`src/rtl/lelo_temp_seq.sv`:
```
// lelo_temp_seq: ring-oscillator temperature sensor measurement sequencer.
// Powers the sensor, waits SETTLE_CYC cycles, counts synchronised osc_in rising
// edges over WINDOW_CYC cycles and presents the count on a valid/ready port.
// Ports: clk, rst_n (sync, active-low), start/cont (requests), osc_in (async
// sensor oscillator), sens_en (sensor enable), busy, res_data/res_ovf/res_valid
// (result), res_ready (consumer accept).
module lelo_temp_seq #(
  parameter int SETTLE_CYC = 16,
  parameter int WINDOW_CYC = 1000,
  parameter int CNT_W      = 12
) (
  input  logic             clk,
  input  logic             rst_n,
  input  logic             start,
  input  logic             cont,
  input  logic             osc_in,
  output logic             sens_en,
  output logic             busy,
  output logic [CNT_W-1:0] res_data,
  output logic             res_ovf,
  output logic             res_valid,
  input  logic             res_ready
);
  typedef enum logic [1:0] {IDLE, SETTLE, COUNT, HOLD} state_t;
  localparam logic [15:0] SET_LD = 16'(SETTLE_CYC - 1);
  localparam logic [15:0] WIN_LD = 16'(WINDOW_CYC - 1);
  localparam logic [CNT_W-1:0] CMAX = '1;
  state_t state, state_nxt;
  logic [15:0] timer;
  logic [CNT_W-1:0] cnt, cnt_nxt;
  logic ovf_nxt, s1, s2, prev, osc_rise;
  assign osc_rise = s2 & ~prev;
  always_comb begin
    cnt_nxt = (osc_rise && cnt != CMAX) ? cnt + CNT_W'(1) : cnt;
    // overflow means an edge arrived with no room left to count it
    ovf_nxt = res_ovf | (osc_rise && cnt == CMAX);
    state_nxt = (state == IDLE)   ? ((start | cont) ? SETTLE : IDLE) :
                (state == SETTLE) ? ((timer == 16'd0) ? COUNT : SETTLE) :
                (state == COUNT)  ? ((timer == 16'd0) ? HOLD : COUNT) :
                (res_ready ? (cont ? SETTLE : IDLE) : HOLD);
  end
  always_ff @(posedge clk) begin
    if (!rst_n) begin
      state     <= IDLE;
      timer     <= '0;
      cnt       <= '0;
      s1        <= 1'b0;
      s2        <= 1'b0;
      prev      <= 1'b0;
      sens_en   <= 1'b0;
      busy      <= 1'b0;
      res_valid <= 1'b0;
      res_data  <= '0;
      res_ovf   <= 1'b0;
    end else begin
      s1        <= osc_in;
      s2        <= s1;
      prev      <= s2;
      state     <= state_nxt;
      // outputs are registered from the next state so they align with it
      sens_en   <= (state_nxt == SETTLE) || (state_nxt == COUNT);
      busy      <= state_nxt != IDLE;
      res_valid <= state_nxt == HOLD;
      timer     <= (state != SETTLE && state_nxt == SETTLE) ? SET_LD :
                   (state == SETTLE && state_nxt == COUNT)  ? WIN_LD :
                   (timer != 16'd0) ? timer - 16'd1 : timer;
      if (state == SETTLE && state_nxt == COUNT) begin
        cnt     <= '0;
        res_ovf <= 1'b0;
      end else if (state == COUNT) begin
        cnt     <= cnt_nxt;
        res_ovf <= ovf_nxt;
        if (state_nxt == HOLD) res_data <= cnt_nxt;
      end
    end
  end
endmodule

```
`config.mk`:
```
export PLATFORM = sky130hd
export DESIGN_NAME = lelo_temp_seq
export DESIGN_NICKNAME = d
export VERILOG_FILES = /design/src/rtl/lelo_temp_seq.sv
export SDC_FILE = /design/constraint.sdc
export NUM_CORES = 1
export LEC_CHECK = 0
export BUFFER_PORTS_ARGS = -buffer_cell sky130_fd_sc_hd__clkbuf_2
export CORE_MARGIN = 1.5
export CORE_UTILIZATION = 55
export CTS_CLUSTER_DIAMETER = 100
export CTS_CLUSTER_SIZE = 14
export DETAILED_ROUTE_END_ITERATION = 8
export GPL_TIMING_DRIVEN = 0
export PLACE_DENSITY = 0.74
export REMOVE_ABC_BUFFERS = 1
export SLEW_MARGIN = 25
export SYNTH_ARGS = -nofsm -noshare
export SYNTH_HDL_FRONTEND = slang
export SYNTH_SLANG_ARGS = --single-unit
```
`constraint.sdc`:
```
create_clock -name clk -period 3.49 [get_ports clk]
set_input_delay 0 -clock clk [delete_from_list [all_inputs] [get_ports clk]]
set_output_delay 0 -clock clk [all_outputs]
set_load 0.005 [all_outputs]
```
; After elaboration in Yosys (flattened, before gate mapping)
; Cells that the tools add are included.
[totals]
register_bits = 49
latch_bits = 0
ram_bits = 0
rom_bits = 0
output_inout_bits = 16
word_cells = 56
memories = 0
[op_classes]
n_addsub = 2
n_mul = 0
div = 0
n_lt_le_gt_ge = 0
eq_ne = 8
n_shift = 0
muxes = 12
bitwise_logic = 6
n_reduce_logical = 15
[ops]
columns = cell, count
row1 = 2-to-1 mux 10 bit, 2
row2 = logical NOT 16 bit, 1
row3 = nonzero test 16 bit, 1
row4 = "subtractor 16 x 1 -> 16 bit, second input constant", 1
row5 = "adder 12 x 1 -> 12 bit, second input constant", 1
row6 = "== test 12 bit, second input constant", 1
row7 = 2-to-1 mux 12 bit, 1
row8 = "!= test 12 bit, second input constant", 1
row9 = 2-to-1 mux 2 bit, 5
row10 = "== test 2 bit, second input constant", 3
row11 = "== test 2 x 1 -> 1 bit, second input constant", 2
row12 = logical AND 1 bit, 4
row13 = 2-to-1 mux 4 bit, 1
row14 = nonzero test 2 bit, 2
row15 = OR reduction 2 bit, 2
row16 = 2-to-1 mux 1 bit, 3
row17 = inverter 1 bit, 3
row18 = AND reduction 3 bit, 1
row19 = nonzero test 3 bit, 1
row20 = OR reduction 3 bit, 1
row21 = logical NOT 2 bit, 1
row22 = "!= test 2 x 1 -> 1 bit, second input constant", 1
row23 = bitwise OR 1 bit, 2
row24 = bitwise AND 1 bit, 1
row25 = logical OR 1 bit, 1

; Logic depth before layout (Yosys ltp)
; Gate-level depths: netlist of the first run.
[logic_depth]
word_depth = 9
ltp_mapped = 12
mapped_depth_nobuf = 11

; Worst setup path before layout of the first run
; No wires, ideal clock.
[synth_timing]
path_kind = register to register
from = register timer[10]
to = register timer[0]
setup_time_ns = 0.115
t_arrival_ns = 2.734
t_required_ns = 3.375
setup_slack_ns = 0.641
path_stages_with_launch = 11
n_path_buf = 1
period_less_slack_ns = 2.849
path_cell_list = dfxtp_1 or4_4 nor3b_4 a21oi_2 or3_1 ha_1 and3b_1 clkbuf_1 a21oi_1 nand4_1 and3_1
[synth_via]
elab_chain_len = 9
elab_cells_between_ends = 14
[synth_rtl]
columns = element, line
row1 = from (decl), 29  ; logic [15:0] timer;
row2 = from (signal assigned), 64  ; timer <= (state != SETTLE && state_nxt == SETTLE) ? SET_LD :
row3 = logical NOT 16 bit, "38, 39"
row4 = 2-to-1 mux 1 bit, 39  ; (state == COUNT) ? ((timer == 16'd0) ? HOLD : COUNT) :
row5 = 2-to-1 mux 2 bit, 39
row6 = 2-to-1 mux 2 bit, 38  ; (state == SETTLE) ? ((timer == 16'd0) ? COUNT : SETTLE) :
row7 = 2-to-1 mux 2 bit, 37  ; state_nxt = (state == IDLE) ? ((start | cont) ? SETTLE : IDLE) :
row8 = == test 2 bit, 65  ; (state == SETTLE && state_nxt == COUNT) ? WIN_LD :
row9 = logical AND 1 bit, 65
row10 = 2-to-1 mux 10 bit, 65
row11 = 2-to-1 mux 4 bit, 64
; Parallel ways exist; a longest one is shown, timed or not.
; A chain may end at the register's enable or synchronous reset.

; Final worst setup path of the first run
[layout_timing]
from = register timer[0]
to = register timer[15]
[layout_via]
elab_chain_len = 8
elab_cells_between_ends = 13
[layout_rtl]
columns = element, line
row1 = logical NOT 16 bit, "38, 39"
row2 = 2-to-1 mux 1 bit, 39
row3 = 2-to-1 mux 2 bit, 39
row4 = 2-to-1 mux 2 bit, 38
row5 = 2-to-1 mux 2 bit, 37
row6 = == test 2 x 1 -> 1 bit or == test 2 bit (tied branches), "64, 65"
row7 = "logical AND 1 bit, on equally long branches", "64, 65"
row8 = OR reduction 3 bit (no source line), -
; Parallel ways exist; a longest one is shown, timed or not.

==> results.sh, run 1 <==
export IMPL_status="completed"
export IMPL_cts_tree="done"
export IMPL_synthCells=301
export IMPL_synth_flop_cell="dfxtp_1"
export IMPL_place_detailed_hpwl_mm=3.914
export IMPL_cp_data_arrival_time_ns=3.42
export IMPL_first_iter_violations=161
export IMPL_criticalPathCategory="flip-flop to flip-flop"
export IMPL_cts_resized=0
export IMPL_synthToLayoutAreaGrowth_pct=9.183
export IMPL_tightest_slew_ns=0.8272
export IMPL_hold_path_class="input pin to flip-flop"
export IMPL_initial_core_util_pct=58.56
export IMPL_die_h_um=71.79
export IMPL_period_share_pct=91.24
export IMPL_synth_warnings=0
export IMPL_slowest_stage="a21oi_1"
export IMPL_grt_overflow=0
export IMPL_die_area_mm2=0.005154
export IMPL_p_leak_nw=1.012
export IMPL_power_density_mw_per_mm2=722.7
export IMPL_die_w_um=71.79
export IMPL_grt_pass1_wl_mm=9.708
export IMPL_ys_seq_elements=49
export IMPL_ff2ff_setup_slack_ns=0.31
export IMPL_vias=2305
export IMPL_synth_edff_count=0
export IMPL_slew_violations=0
export IMPL_setup_violations_final=0
export IMPL_synth_top_area_cell="dfxtp_1"
export IMPL_relSlewSlack_pct=44.67
export IMPL_period_minus_slack_ns=3.184
export IMPL_crit_chain="inv_1 > ha_1 > nor2b_1 > nor3b_4 > a21oi_2 > or3_1 > ha_1 > and3b_1 > a21oi_1 > nand2_1 > a21oi_1"
export IMPL_grt_usage_pct=23.34
export IMPL_max_freq_mhz=314.0
export IMPL_rsz0062_at_grt="false"
export IMPL_n_fill_cell=392
export IMPL_viasPerCell=6.230
export IMPL_critPathBufInv=1
export IMPL_ios=22
export IMPL_fin_ws_ns=0.3057
export IMPL_antenna_found_initial=0
export IMPL_nets=330
export IMPL_finClkSkew_ns=0.005005
export IMPL_clock_sinks=49
export IMPL_netlist_area_leader_share_pct=37.69
export IMPL_vdd_drop_max_mv=0.5243
export IMPL_async_flop_share_pct=0
export IMPL_finalHoldViolations=0
export IMPL_max_stage_delay_ns=0.40
export IMPL_wl_mm=5.603
export IMPL_setup_worst_path_end_class="flip-flop"
export IMPL_cap_violations=0
export IMPL_clockBufferDepth=2
export IMPL_regArea_um2=980.9
export IMPL_cp_required_ns=3.73
export IMPL_root_buffer="clkbuf_8"
export IMPL_grt_max_degree=25
export IMPL_syn_cell_area_mm2=0.002602
export IMPL_wl_per_cell_um=15.14
export IMPL_clock_latency_ns=0.30
export IMPL_ys_top_cells_by_area="dfxtp_1 38%, a21oi_1 5.8%, o21ai_0 4.0%"
export IMPL_worstPathMaxFanout=6
export IMPL_fp_row_count=24
export IMPL_drive_gt1_share_pct=14.47
export IMPL_insertedDiodeCount=0
export IMPL_multi_input_area_mm2=0.001534
export IMPL_drc_errors=0
export IMPL_avgSynthCellArea_um2=8.646
export IMPL_clk_transition_reported_paths_ns=0.09
export IMPL_core_area_mm2=0.004444
export IMPL_tns_ns=0
export IMPL_cp_start_kind="flip-flop"
export IMPL_critical_path_top_delay_family="simple AND/OR/NAND/NOR gates"
export IMPL_drtAntennaViolNets=0
export IMPL_cts_made_buffers=5
export IMPL_synth_seq_area_share_pct=37.69
export IMPL_first_global_vias=2055
export IMPL_cts_max_level=2
export IMPL_place_congestion=0.8777
export IMPL_port_buffer_count=21
export IMPL_ys_types=54
export IMPL_firstDrtPassIters=4
export IMPL_place_ws_ns=0.1946
path summary, 6_finish.rpt:
| check | startpoint | end | cells past startpoint |
|---|---|---|---|
| setup / recovery | timer[0] | timer[15] | 11 |
| hold / removal | cont | state[0] | 3 |
| setup reg to reg | timer[0] | timer[15] | 11 |
| hold reg to reg | s1 | s2 | 1 |
Yosys cell counts, types with 2 or more instances:
| cell | n |
|---|---|
| dfxtp_1 | 49 |
| a21oi_1 | 30 |
| o21ai_0 | 21 |
| nand2_1 | 20 |
| o31ai_1 | 14 |
| nor2_1 | 12 |
| a31oi_1 | 10 |
| nand4_1 | 10 |
| or4_1 | 10 |
| or3_1 | 9 |
| inv_1 | 8 |
| nand3_1 | 8 |
| and2_1 | 7 |
| clkbuf_1 | 7 |
| ha_1 | 7 |
| and3_1 | 6 |
| buf_2 | 6 |
| nand2b_1 | 5 |
| nor3_1 | 5 |
| nor4_1 | 5 |
| nand3b_1 | 4 |
| nor2b_1 | 4 |
| o211ai_1 | 4 |
| and3b_1 | 3 |
| a211oi_1 | 2 |
| and4_1 | 2 |
| mux2i_1 | 2 |
| nand4b_1 | 2 |
| nor3_2 | 2 |
| o311a_1 | 2 |
| xnor2_1 | 2 |
placed cells by master (no fill, tap or decap), types with 6 or more instances in the layout:
cell type | synthesis | routed
or4_1 | 10 | 10
and2_1 | 7 | 7
a21oi_1 | 30 | 30
o31ai_1 | 14 | 14
or3_1 | 9 | 9
clkbuf_2 | 0 | 21
inv_1 | 8 | 8
and3_1 | 6 | 6
nand3_1 | 8 | 8
nand4_1 | 10 | 10
dfxtp_1 | 49 | 49
clkbuf_8 | 0 | 7
nor2_1 | 12 | 12
o21ai_0 | 21 | 21
nand2_1 | 20 | 20
a31oi_1 | 10 | 10
ha_1 | 7 | 7
worst min-delay path, cell delays in order:
cell and delay (ns):
clkbuf_2 0.08, nor2_1 0.19, nor4_1 0.08
state kept, by name, indices dropped and copies added (netlist names):
register,cells
res_valid,1
busy,1
s1,1
s2,1
timer,16
state,2
cnt,12
res_data,12
res_ovf,1
sens_en,1
prev,1
through the flow:
stage          std cells  utilization [%]  power (W)  hold slack [ns]  instance area [µm²]
3_5_place_dp         359            61.09   0.001650           0.2084                 2715
4_1_cts              368            63.60   0.002023          0.05964                 2826
5_1_grt              370            63.94   0.002197           0.1539                 2841
3_3_place_gp         359            60.70   0.001630           0.2084                 2698
2_1_floorplan        286                -   0.001432           0.1217                 2527
6_report             370            63.94   0.002054          0.08582                 2841
routing by layer:
| layer | part of all wire [%] | GRT usage, % | up-vias |
|---|---|---|---|
| met2 | 44 | 36.42 | 41 |
| li1 | - | - | 1179 |
| met3 | 4.2 | 4.641 | 4 |
| met5 | 0 | 0 | - |
| met4 | 0.64 | 4.403 | 0 |
| met1 | 51 | 33.83 | 1081 |
power breakdown:
group / internal, W / switching [W]
registers: 0.000648 / 0.000103
logic: 0.000384 / 0.000547
clock network: 0.000180 / 0.000192
final cells by class:
class	instances	area share [%]
flip-flops and latches	49	34.52
clock buffers	7	3.391
clock inverters	1	0.1761
inverters	8	1.057
repair buffers	24	4.579
well taps	52	2.290
multi-input cells	229	53.98
timing repair:
item	CTS	global route
hold buffers	1	0
setup endpoints to repair	0	7
buffers inserted	0	2
hold endpoints to repair	1	0
kinds of logic (layout without fill, tap and decap cells):
group                      after synthesis  count (layout)  share of synthesized area, %
and+or+nand+nor                        122             122                         29.04
AOI/OAI and AO/OA                       95              95                         24.09
DFF                                     49              49                         37.69
buffers and inverters                   23              40                         4.039
adders and majority gates                7               7                         3.365
xor gates and xnor gates                 3               3                         1.010
muxes                                    2               2                        0.7693
No activity file was read; power rests on OpenSTA's default activity.
==> run 2: changes to the inputs <==
Settings changed: CORE_ASPECT_RATIO set to 0.7.
==> run 2 against run 1 <==
  * Non-clock buffer count shrank 2
  * Largest power group unchanged
  * Sequential power is essentially flat
  * Worst setup slack gained 0.062 ns
  * Largest cell class unchanged
  * Global-route usage grew 1.5 points
  * The run now ends with DRC left
  * First-iteration DRC count grew 27%
  * Critical path depth shrank 2
  * Combinational power shrank 1%
  * Design area shrank 0.75%
  * Total power shrank 1.9%
==> results.sh, run 2 (same netlist as run 1, synthesis figures left out) <==
export IMPL_maxUsedRoutingLayer="met4"
export IMPL_initial_core_util_pct=58.76
export IMPL_comb_power_share_pct=45.7
export IMPL_violations="DRC"
export IMPL_hold_path_class="input pin to flip-flop"
export IMPL_first_iter_violations=204
export IMPL_die_h_um=60.55
export IMPL_drc_errors=3
export IMPL_largestRegisters="timer x16, cnt x12, res_data x12"
export IMPL_max_freq_mhz=320.3
export IMPL_period_share_pct=89.46
export IMPL_place_congestion=0.8771
export IMPL_grt_overflow=0
export IMPL_cts_setup_buffers=0
export IMPL_clockBufferDepth=2
export IMPL_vias=2332
export IMPL_core_area_mm2=0.004429
export IMPL_clock_latency_ns=0.30
export IMPL_cts_max_level=2
export IMPL_cp_data_arrival_time_ns=3.36
export IMPL_place_detailed_hpwl_mm=4.039
export IMPL_wl_met1_mm=3.093
export IMPL_antenna_found_initial=0
export IMPL_regMostFlops="timer"
export IMPL_p_clk_share_pct=16.9
export IMPL_route_met3_wl_um=406
export IMPL_place_ws_ns=0.2570
export IMPL_drtAntennaViolNets=0
export IMPL_cts_made_buffers=5
export IMPL_grt_pass1_wl_mm=9.991
export IMPL_vdd_drop_max_mv=0.4096
export IMPL_first_global_vias=2029
export IMPL_setup_violations_final=0
export IMPL_seqPwrFrac_pct=37.4
export IMPL_clock_sinks=49
export IMPL_nets=328
export IMPL_viasPerCell=6.303
export IMPL_firstDrtPassIters=6
export IMPL_finalHoldViolations=0
export IMPL_drive_gt1_share_pct=13.97
export IMPL_power_internal_w=0.001164
export IMPL_dp_cells=362
export IMPL_met2_length_mm=2.247
export IMPL_tns_ns=0
export IMPL_clk_transition_reported_paths_ns=0.09
export IMPL_largest_reg_flops=16
export IMPL_tightest_slew_ns=0.8884
export IMPL_holdWs_ns=0.09243
export IMPL_relSlewSlack_pct=40.57
export IMPL_cts_tree="done"
export IMPL_power_density_mw_per_mm2=714.6
export IMPL_switchingPower_w=0.0008513
export IMPL_swShare_pct=42.24
export IMPL_fp_row_count=20
export IMPL_post_dp_cell_area_mm2=0.002719
export IMPL_wl_mm=5.772
export IMPL_ios=22
export IMPL_insertedDiodeCount=0
export IMPL_final_common_cell="dfxtp_1"
export IMPL_die_w_um=85.22
export IMPL_setup_worst_path_end_class="flip-flop"
export IMPL_cp_required_ns=3.72
export IMPL_period_minus_slack_ns=3.122
export IMPL_status="finished with violations"
export IMPL_worstPathMaxFanout=8
export IMPL_root_buffer="clkbuf_8"
export IMPL_wl_per_cell_um=15.60
export IMPL_grt_max_degree=25
export IMPL_stdcell_area_mm2=0.002820
export IMPL_synthToLayoutAreaGrowth_pct=8.365
export IMPL_fin_ws_ns=0.3679
export IMPL_cap_violations=0
export IMPL_rsz0062_at_grt="false"
export IMPL_die_area_mm2=0.005160
export IMPL_slew_violations=0
export IMPL_p_leak_nw=0.9936
export IMPL_grt_usage_pct=24.82
export IMPL_finClkSkew_ns=0.003392
export IMPL_cp_start_kind="flip-flop"
export IMPL_final_instance_count_excl_fill=370
export IMPL_port_buffer_count=21
export IMPL_criticalPathCategory="flip-flop to flip-flop"
export IMPL_mostFrequentLayoutCells="49 x dfxtp_1, 29 x a21oi_1, 21 x o21ai_0, 21 x clkbuf_2, 20 x nand2_1"
==> run 2: metal layers <==
layer	track usage [%]	up-vias
met4	7.494	0
met1	37.94	1069
met5	0	-
met2	34.47	72
met3	5.714	4
li1	-	1187
==> run 2: worst max-delay path, stage by stage (launching register included) <==
cell	delay, ns
dfxtp_1	0.36
or4_4	0.60
nor3b_4	0.41
a21oi_2	0.13
or3_1	0.38
ha_1	0.23
and3b_1	0.26
a21oi_2	0.28
nand2_1	0.24
a21oi_1	0.17
==> run 2: path summary, 6_finish.rpt <==
kind                                 from   endpoint  slack [ns]  cells past startpoint
worst max-delay path            timer[10]  timer[14]        0.37                      9
worst min-delay path                 cont   state[0]        0.09                      3
worst max register to register  timer[10]  timer[14]        0.37                      9
worst min register to register         s1         s2        0.45                      1
==> run 2: layout make-up <==
| type | instances | area (µm²) |
|---|---|---|
| fillers | 387 | 1609 |
| multi-input cells | 229 | 1539 |
| well taps | 55 | 68.82 |
| repair buffers | 22 | 115.1 |
| flip-flops and latches | 49 | 980.9 |
| clock buffers | 7 | 86.33 |
| inverters | 8 | 30.03 |
==> run 2: what timing repair did <==
item | in CTS | in global routing
endpoints found under the hold margin | 1 | 0
setup endpoints to repair | 0 | 7
gates resized for setup | 0 | 2
hold buffers | 1 | 0
==> run 2: power by group through the flow <==
stage                     Combinational, W  Clock [W]  Sequential, W
final                             0.000921   0.000341       0.000753
after global placement            0.000877          0       0.000760
after detailed placement          0.000895          0       0.000762
after CTS                         0.000903   0.000349       0.000750
after floorplan                   0.000692          0       0.000740
after global routing               0.00103   0.000369       0.000765
==> run 2: stage by stage <==
step / utilization, % / power [W]
3_3_place_gp: 60.99 / 0.001637
5_1_grt: 63.67 / 0.002166
4_1_cts: 63.56 / 0.002001
3_5_place_dp: 61.38 / 0.001658
6_report: 63.67 / 0.002015
2_1_floorplan: - / 0.001432
==> run 3: changes to the inputs <==
Settings changed: BUFFER_PORTS_ARGS -buffer_cell sky130_fd_sc_hd__clkbuf_2 to -buffer_cell sky130_fd_sc_hd__buf_2, CORE_MARGIN 1.5 to not set.
Clock period 3.49 ns to 3.1 ns, I/O delays scaled along.
==> run 3 against run 2 <==
  * The flow still finishes with violations (DRC)
  * Combinational power grew 22%
  * First-iteration DRC count fell by 13%
  * Count of clock-buffer cells in the layout unchanged
  * Utilization grew 1.5 points
  * Sequential share of layout area down 0.81 points
  * Clock skew rose by 0.0032 ns
==> results.sh, run 3 (same netlist as run 1, synthesis figures left out) <==
export IMPL_status="finished with violations"
export IMPL_violations="DRC"
export IMPL_drive_gt1_share_pct=16.04
export IMPL_criticalPathCategory="flip-flop to flip-flop"
export IMPL_tightest_slew_ns=0.8540
export IMPL_worstHoldEndpoint="state[0]"
export IMPL_worstReg2RegEnd="timer[0]"
export IMPL_hp_start="cont"
export IMPL_grt_busiest_layer="met2"
export IMPL_drtAntennaViolNets=0
export IMPL_port_buffer_count=21
export IMPL_met1_usage_pct=36.68
export IMPL_setup_worst_path_end_class="flip-flop"
export IMPL_setup_violations_final=0
export IMPL_worstPathMaxFanout=6
export IMPL_cap_violations=0
export IMPL_grt_pass1_wl_mm=9.963
export IMPL_regMostFlops="timer"
export IMPL_first_global_vias=2037
export IMPL_power_density_mw_per_mm2=847.9
export IMPL_fin_ws_ns=0.1549
export IMPL_cp_data_arrival_time_ns=3.16
export IMPL_vdd_drop_max_mv=0.6436
export IMPL_wl_per_cell_um=15.94
export IMPL_insertedDiodeCount=0
export IMPL_grt_use_met2_pct=37.24
export IMPL_cts_tree="done"
export IMPL_clk_transition_reported_paths_ns=0.09
export IMPL_cp_required_ns=3.32
export IMPL_grt_max_degree=25
export IMPL_clockBufferDepth=2
export IMPL_stdcell_area_mm2=0.002888
export IMPL_die_h_um=59.55
export IMPL_finalHoldViolations=0
export IMPL_worstRegToRegCells=9
export IMPL_crit_chain="or4_4 > nor3b_4 > a21oi_2 > or3_1 > ha_1 > and3b_1 > a21oi_4 > nand4_1 > and3_1"
export IMPL_period_share_pct=95.00
export IMPL_antenna_found_initial=0
export IMPL_place_congestion=0.8795
export IMPL_ff2ff_setup_slack_ns=0.15
export IMPL_n_fill_cell=379
export IMPL_timing_rr_start="timer[10]"
export IMPL_initial_core_util_pct=58.76
export IMPL_final_common_cell="dfxtp_1"
export IMPL_holdPathStages=3
export IMPL_place_detailed_hpwl_mm=4.024
export IMPL_die_w_um=84.22
export IMPL_met3_usage_pct=7.242
export IMPL_max_stage_delay_ns=0.60
export IMPL_place_ws_ns=-0.1177
export IMPL_mostFrequentLayoutCells="49 x dfxtp_1, 29 x a21oi_1, 21 x o21ai_0, 21 x buf_2, 19 x nand2_1"
export IMPL_wl_mm=5.945
export IMPL_synthToLayoutAreaGrowth_pct=10.96
export IMPL_firstDrtPassIters=6
export IMPL_p_leak_nw=1.036
export IMPL_clock_sinks=49
export IMPL_largest_reg_flops=16
export IMPL_viasPerCell=6.330
export IMPL_die_area_mm2=0.005015
export IMPL_relSlewSlack_pct=42.87
export IMPL_grt_usage_pct=25.71
export IMPL_root_buffer="clkbuf_8"
export IMPL_ios=22
export IMPL_slew_violations=0
export IMPL_rsz0062_at_grt="false"
export IMPL_holdWs_ns=0.09011
export IMPL_nets=330
export IMPL_largestRegisters="timer x16, cnt x12, res_data x12"
export IMPL_cts_made_buffers=5
export IMPL_period_minus_slack_ns=2.945
export IMPL_core_area_mm2=0.004429
export IMPL_clock_latency_ns=0.31
export IMPL_fin_util_pct=65.20
export IMPL_post_dp_cell_area_mm2=0.002719
export IMPL_first_iter_violations=177
export IMPL_cp_start_kind="flip-flop"
export IMPL_drc_errors=6
export IMPL_vias=2361
export IMPL_slowest_stage="or4_4"
export IMPL_hold_path_class="input pin to flip-flop"
export IMPL_max_freq_mhz=339.6
export IMPL_cts_max_level=2
export IMPL_grt_overflow=0
export IMPL_fp_row_count=20
export IMPL_finClkSkew_ns=0.006584
export IMPL_tns_ns=0
-- run 3: changes by cell type in the layout (fill, tap and decap cells not counted), sizes merged --
cell	change
bufinv	+1
clkbuf	-21
buf	+23
-- run 3: final cells by class --
cell class	instances	area, µm²	area share, %
Tap cell	55	68.82	2.383
Multi-Input combinational cell	229	1562	54.07
Clock buffer	7	86.33	2.990
Sequential cell	49	980.9	33.97
Timing Repair Buffer	24	130.1	4.506
Clock inverter	1	30.03	1.040
Inverter	8	30.03	1.040
-- run 3: what timing repair did --
action | CTS | global route
endpoints found under the setup margin | 8 | 19
hold endpoints to repair | 1 | 0
buffers inserted | 0 | 2
gates resized for setup | 1 | 6
pin swaps | 0 | 0
cloned | 0 | 0
hold buffers | 1 | 0
-- run 3: worst max-delay path, delay by kind of cell, from the launching register on --
| kind | cells | cell delay (ns) |
|---|---|---|
| DFF | 1 | 0.37 |
| adders and majority gates | 1 | 0.24 |
| and+or+nand+nor | 6 | 1.90 |
| AOI/OAI and AO/OA | 2 | 0.34 |
-- run 3: per-layer routing --
metal | share of wire (%) | vias up
li1 | - | 1185
met1 | 51 | 1091
met2 | 40 | 78
met3 | 7.9 | 7
met4 | 1.2 | 0
met5 | 0 | -
-- run 3: where the power goes --
part	total, W	leakage, nW	internal [W]	switching, W
combinational	0.00112	0.579	0.000453	0.000664
sequential	0.000849	0.398	0.000730	0.000119
clock	0.000483	0.0585	0.000263	0.000219
-- run 3: stage by stage --
stage	power, W	std cells
floorplan	0.001612	286
global placement	0.001842	362
detailed placement	0.001864	362
CTS	0.002356	371
global route	0.002607	373
finish	0.002449	373
-- run 3: how the worst max path moves through the flow --
| stage | startpoint | to | cells after the start |
|---|---|---|---|
| global route | timer[10] | res_data[11] | 7 |
| finish | timer[10] | timer[0] | 9 |
| detailed placement | timer[10] | timer[15] | 9 |
| global placement | timer[10] | timer[15] | 9 |
| CTS | timer[10] | timer[14] | 9 |
| floorplan | timer[10] | timer[0] | 9 |
